--- src/rtl/tama_pkg.sv ---
// Shared definitions for the pet command path: ASCII framing constants,
// decoder FSM states and the latched command encoding.
package tama_pkg;

  localparam logic [7:0] CH_BANG = 8'h21;
  localparam logic [7:0] CH_CR   = 8'h0D;
  localparam logic [7:0] CH_LF   = 8'h0A;
  localparam logic [7:0] CH_F    = 8'h46;
  localparam logic [7:0] CH_P    = 8'h50;
  localparam logic [7:0] CH_C    = 8'h43;
  localparam logic [7:0] CH_M    = 8'h4D;
  localparam logic [7:0] CH_S    = 8'h53;
  localparam logic [7:0] CH_R    = 8'h52;

  typedef enum logic [1:0] {
    CMD_IDLE,
    CMD_WAIT_CMD,
    CMD_WAIT_TERM
  } cmd_state_t;

  typedef enum logic [2:0] {
    OP_FEED,
    OP_PLAY,
    OP_CLEAN,
    OP_HEAL,
    OP_SLEEP,
    OP_REPORT
  } cmd_op_t;

  function automatic logic is_cmd_letter(input logic [7:0] b);
    return (b == CH_F) || (b == CH_P) || (b == CH_C) ||
           (b == CH_M) || (b == CH_S) || (b == CH_R);
  endfunction

  function automatic logic is_terminator(input logic [7:0] b);
    return (b == CH_CR) || (b == CH_LF);
  endfunction

  function automatic cmd_op_t letter_to_op(input logic [7:0] b);
    cmd_op_t op;
    case (b)
      CH_P:    op = OP_PLAY;
      CH_C:    op = OP_CLEAN;
      CH_M:    op = OP_HEAL;
      CH_S:    op = OP_SLEEP;
      CH_R:    op = OP_REPORT;
      default: op = OP_FEED;
    endcase
    return op;
  endfunction

endpackage

--- src/rtl/rx_byte_strobe.sv ---
// Turns the UART receiver's level-held byte output into a single-cycle
// strobe on the zero-to-nonzero transition.
module rx_byte_strobe (
  input  logic       clk,
  input  logic       rst_n,
  input  logic [7:0] rx_byte,
  output logic       strobe
);

  logic [7:0] prev;

  always_ff @(posedge clk) begin
    if (!rst_n) prev <= 8'd0;
    else        prev <= rx_byte;
  end

  assign strobe = (rx_byte != 8'd0) && (prev == 8'd0);

endmodule

--- src/rtl/uart_cmd_decoder.sv ---
// Decodes "!<letter><CR|LF>" frames into action pulses and a report hold.
// Define CMD_TIMEOUT_EN to abort partial frames after TIMEOUT_CYCLES idle.
module uart_cmd_decoder
  import tama_pkg::*;
#(
  parameter int TIMEOUT_CYCLES = 27_000_000,
  parameter int REPORT_HOLD    = 16
) (
  input  logic       clk,
  input  logic       rst_n,
  input  logic [7:0] rx_byte,
  input  logic       is_sleeping,
  output logic       feed,
  output logic       play,
  output logic       clean,
  output logic       heal,
  output logic       sleep_toggle,
  output logic       report_n,
  output logic [7:0] err_count,
  output logic       busy
);

  localparam int HW = (REPORT_HOLD > 1) ? $clog2(REPORT_HOLD + 1) : 1;

  cmd_state_t    state, next_state;
  cmd_op_t       op;
  logic          strobe;
  logic          timeout_hit;
  logic          latch_op;
  logic          fire;
  logic          err_inc;
  logic          gated;
  logic          accept;
  logic          start_report;
  logic [HW-1:0] hold_cnt;

  rx_byte_strobe u_strobe (
    .clk    (clk),
    .rst_n  (rst_n),
    .rx_byte(rx_byte),
    .strobe (strobe)
  );

`ifdef CMD_TIMEOUT_EN
  localparam int TW = (TIMEOUT_CYCLES > 1) ? $clog2(TIMEOUT_CYCLES) : 1;
  logic [TW-1:0] timeout_cnt;

  always_ff @(posedge clk) begin
    if (!rst_n)
      timeout_cnt <= '0;
    else if (strobe || (state == CMD_IDLE) || timeout_hit)
      timeout_cnt <= '0;
    else
      timeout_cnt <= timeout_cnt + 1'b1;
  end

  assign timeout_hit = (state != CMD_IDLE) && (timeout_cnt == TW'(TIMEOUT_CYCLES - 1));
`else
  // Referenced only so the parameter remains part of the interface.
  localparam bit timeout_unused = (TIMEOUT_CYCLES > 0);
  assign timeout_hit = 1'b0;
`endif

  assign gated  = is_sleeping &&
                  ((op == OP_FEED) || (op == OP_PLAY) || (op == OP_CLEAN) || (op == OP_HEAL));
  assign accept = fire && !gated;
  assign start_report = accept && (op == OP_REPORT) && report_n;

  always_ff @(posedge clk) begin
    if (!rst_n) begin
      state <= CMD_IDLE;
      op    <= OP_FEED;
    end else begin
      state <= next_state;
      if (latch_op) op <= letter_to_op(rx_byte);
    end
  end

  // A strobe in the same cycle as the timeout takes priority over the abort.
  always_comb begin
    next_state = state;
    latch_op   = 1'b0;
    fire       = 1'b0;
    err_inc    = 1'b0;
    case (state)
      CMD_IDLE: begin
        if (strobe && (rx_byte == CH_BANG)) next_state = CMD_WAIT_CMD;
      end
      CMD_WAIT_CMD: begin
        if (strobe) begin
          if (rx_byte == CH_BANG) begin
            next_state = CMD_WAIT_CMD;
          end else if (is_cmd_letter(rx_byte)) begin
            latch_op   = 1'b1;
            next_state = CMD_WAIT_TERM;
          end else begin
            err_inc    = 1'b1;
            next_state = CMD_IDLE;
          end
        end else if (timeout_hit) begin
          err_inc    = 1'b1;
          next_state = CMD_IDLE;
        end
      end
      CMD_WAIT_TERM: begin
        if (strobe) begin
          if (is_terminator(rx_byte)) begin
            fire       = 1'b1;
            err_inc    = gated;
            next_state = CMD_IDLE;
          end else if (rx_byte == CH_BANG) begin
            next_state = CMD_WAIT_CMD;
          end else begin
            err_inc    = 1'b1;
            next_state = CMD_IDLE;
          end
        end else if (timeout_hit) begin
          err_inc    = 1'b1;
          next_state = CMD_IDLE;
        end
      end
      default: next_state = CMD_IDLE;
    endcase
  end

  always_ff @(posedge clk) begin
    if (!rst_n) begin
      feed         <= 1'b0;
      play         <= 1'b0;
      clean        <= 1'b0;
      heal         <= 1'b0;
      sleep_toggle <= 1'b0;
    end else begin
      feed         <= accept && (op == OP_FEED);
      play         <= accept && (op == OP_PLAY);
      clean        <= accept && (op == OP_CLEAN);
      heal         <= accept && (op == OP_HEAL);
      sleep_toggle <= accept && (op == OP_SLEEP);
    end
  end

  // Hold counter runs down from REPORT_HOLD-1; a repeat R mid-hold is absorbed.
  always_ff @(posedge clk) begin
    if (!rst_n) begin
      report_n <= 1'b1;
      hold_cnt <= '0;
    end else if (start_report) begin
      report_n <= 1'b0;
      hold_cnt <= HW'(REPORT_HOLD - 1);
    end else if (!report_n) begin
      if (hold_cnt == '0) report_n <= 1'b1;
      else                hold_cnt <= hold_cnt - 1'b1;
    end
  end

  always_ff @(posedge clk) begin
    if (!rst_n)
      err_count <= 8'd0;
    else if (err_inc && (err_count != 8'hFF))
      err_count <= err_count + 8'd1;
  end

  assign busy = (state != CMD_IDLE);

endmodule

--- config.mk ---
export PLATFORM = sky130hd
export DESIGN_NAME = uart_cmd_decoder
export DESIGN_NICKNAME = d
export VERILOG_FILES = /design/src/rtl/tama_pkg.sv /design/src/rtl/rx_byte_strobe.sv /design/src/rtl/uart_cmd_decoder.sv
export SDC_FILE = /design/constraint.sdc
export NUM_CORES = 1
export LEC_CHECK = 0
export CAP_MARGIN = 20
export CELL_PAD_IN_SITES_DETAIL_PLACEMENT = 1
export CELL_PAD_IN_SITES_GLOBAL_PLACEMENT = 1
export CORE_MARGIN = 2
export CORE_UTILIZATION = 40
export CTS_CLUSTER_DIAMETER = 50
export DETAILED_ROUTE_END_ITERATION = 6
export PLACE_DENSITY_LB_ADDON = 0.1
export SLEW_MARGIN = 20
export SYNTH_ARGS = -nofsm -noshare
export SYNTH_HDL_FRONTEND = slang
export SYNTH_SLANG_ARGS = --single-unit
--- constraint.sdc ---
create_clock -name clk -period 2.2 [get_ports clk]
set_clock_uncertainty 0.15 [all_clocks]
set_input_delay 0.22 -clock clk [delete_from_list [all_inputs] [get_ports clk]]
set_output_delay 0.22 -clock clk [all_outputs]
set_load 0.1 [all_outputs]
==> flow_summary.toml <==
[sta]
maxSlewHeadroom = 0.6079
hold_violations = 0
final.setup.worst_slack_ns = 0.02204
fin_crit_ns = 2.178
finalSetupTns_ns = 0
setup_viol = 0
drv_slew = 0
timing.final.crit_share = 0.9900
fmax_mhz = 459.1
worstMarginPinSlew_ns = 0.5876
rsz0062_at_grt = "true"

[worst_setup_path]
cp_cell_sequence = "buf_4 -> ha_1 -> and2_1 -> o2111ai_4 -> nand4b_2 -> buf_4 -> o31a_1 -> o21a_1"
cp.arrival_ns = 2.23
required_ns = 2.25
crit_path_max_incr_delay_ns = 0.33
worst_setup_path_start_kind = "register"
critPathSlowestCell = "dfxtp_1"
cp_common_cell = "buf_4"
critPathKind = "register to register"
crit_path_end_kind = "register"
path_max_fanout = 6

[yosys]
ys_seq_area_frac = 0.3882
synth_cell_types = 50
async_reset_ff_frac = 0
synthFlopType = "dfxtp_1"
syn_area_sq_mm = 0.001650
synth.avg_cell_area_sq_um = 9.220
synth_edf_count = 0
synth.top_cell.area_share = 0.3882
yosysWarnings = 0
syn_inst = 179
yosys.area.top_type = "dfxtp_1"
synth.net_count = 196
ys_top_cells_by_area = "dfxtp_1, ha_1, and2_1, a21oi_1, nor4_2"
yosys_register_bits = 32

[drt]
drtAntennaViolNets = 0
drt_first_pass_iters = 4
wl_per_cell_um = 18.84
post-route-drc-count = 0
vias_per_cell = 5.616
via_count = 1640
wl_mm = 5.501
drtIter0Drc = 94

[floorplanning]
initial_core_util = 0.4156
core_sq_mm = 0.003971
fp.dieH_um = 68.23
fp.dieArea_sq_mm = 0.004655
rows = 23
ioPinCount = 26
fp.dieW_um = 68.23

[global_route]
grt_usage = 0.2385
grt_pass1_vias = 1633
grt_overflow = 0
grt_pass1_wl_mm = 8.066
grt_max_degree = 17
antenna_found_initial = 0

[cts]
cts_tree = "yes"
clk_latency_ns = 0.30
clock_path_buffers = 2
cts_inserted_buffers = 5
clock-sinks = 32
path_clk_slew_ns = 0.08
root_buffer = "clkbuf_8"
cts.htree.levels = 2

[placed_design]
gp_congestion = 0.8394
dp_hpwl_mm = 3.673
port_buffers = 25
place_ws_ns = -0.4030
dp_cells = 282

[worst_hold_path]
hp-class = "primary input to register"

[job]
cap_violations = 0

[layout]
diodes = 0
fin_nets = 258
final_cell_mix = "buf_4, dfxtp_1, nand2_1, and2_1"
layout-drive-gt1-share = 0.3843
instances_no_fill = 292
mostFrequentLayoutCell = "buf_4"
syn_to_final_growth_pct = 47.54

[power_and_ir_drop]
leakagePower_nw = 1.006
irDropWorstVdd_v = 0.0003996
cellPowerDensity_mw_per_mm2 = 491.0

[outcome]
outcome = "completed"
timing repair:
item,in CTS,in global routing
hold endpoints to repair,0,0
pin swaps,0,4
endpoints found under the setup margin,10,21
cloned,0,1
setup buffers,0,1
resized for setup,3,28
hold buffers,0,0
routing by layer:
| layer | global-route usage | vias up | part of all wire |
|---|---|---|---|
| li1 | - | 785 | - |
| met1 | 0.2939 | 818 | 0.44 |
| met2 | 0.4150 | 31 | 0.53 |
| met3 | 0.05099 | 6 | 0.023 |
| met4 | 0.07000 | 0 | 0.011 |
| met5 | 0 | - | 0 |
area by class of cell:
type	instances	area (sq um)
fill	439	1536
multi-input combinational	133	1086
sequential	32	648.1
timing repair buffer	61	515.5
clock buffer	5	68.82
tap	50	62.56
inverter	8	30.03
clock inverter	3	23.77
sequential cells by signal (all words and copies together), names as in the netlist:
| name | flops |
|---|---|
| clean | 1 |
| err_count | 8 |
| feed | 1 |
| heal | 1 |
| hold_cnt | 5 |
| op | 3 |
| play | 1 |
| report_n | 1 |
| sleep_toggle | 1 |
| state | 2 |
| u_strobe.prev | 8 |
final timing paths:
kind                      from                to  slack, ns  cells past startpoint
setup / recovery      state[1]      err_count[7]       0.02                      8
hold / removal      rx_byte[7]  u_strobe.prev[7]       0.19                      2
setup reg to reg      state[1]      err_count[7]       0.02                      8
hold reg to reg   err_count[5]      err_count[5]       0.33                      2
worst max-delay path, delay by kind of cell (launching register included):
family / cells / cell delay [ns]
and+or+nand+nor: 2 / 0.44
DFF: 1 / 0.33
buffers and inverters: 2 / 0.35
AOI/OAI and AO/OA: 3 / 0.61
adders and majority gates: 1 / 0.20
where the power goes:
part           switching, mW  internal [mW]  total [mW]
logic                 0.0632         0.0574       0.121
clock network          0.259          0.224       0.483
registers            0.00494          0.587       0.591
cell families (layout without fill, tap and decap cells):
group	after synthesis	in the layout	synth area share
AND/OR/NAND/NOR	83	84	0.3306
AO/OA/AOI/OAI	36	36	0.1501
flip-flops	32	32	0.3882
buffers and inverters	15	77	0.04701
adder cells (fa/ha/maj)	6	6	0.04549
XOR/XNOR	5	5	0.02654
multiplexers	2	2	0.01213
stage by stage:
step	hold slack [ns]	utilization	cell area, sq um	total power [mW]
after detailed placement	0.3167	0.5441	2161	0.7060
after global routing	0.1942	0.6131	2435	1.244
final	0.1871	0.6131	2435	1.196
after CTS	0.3318	0.5715	2270	1.191
after floorplan	0.1917	-	1658	0.6469
after global placement	0.3055	0.5441	2161	0.7006
synth_stat cells (4+ instances only):
cell type	n
a21oi_1	11
and2_1	9
dfxtp_1	32
ha_1	6
inv_1	8
nand2_1	13
nand2b_1	4
nand3_1	7
nor2_1	7
nor3_1	4
nor4_2	4
o21ai_0	7
o31ai_1	4
or4_1	6
Power figures use the tool's default switching activity.
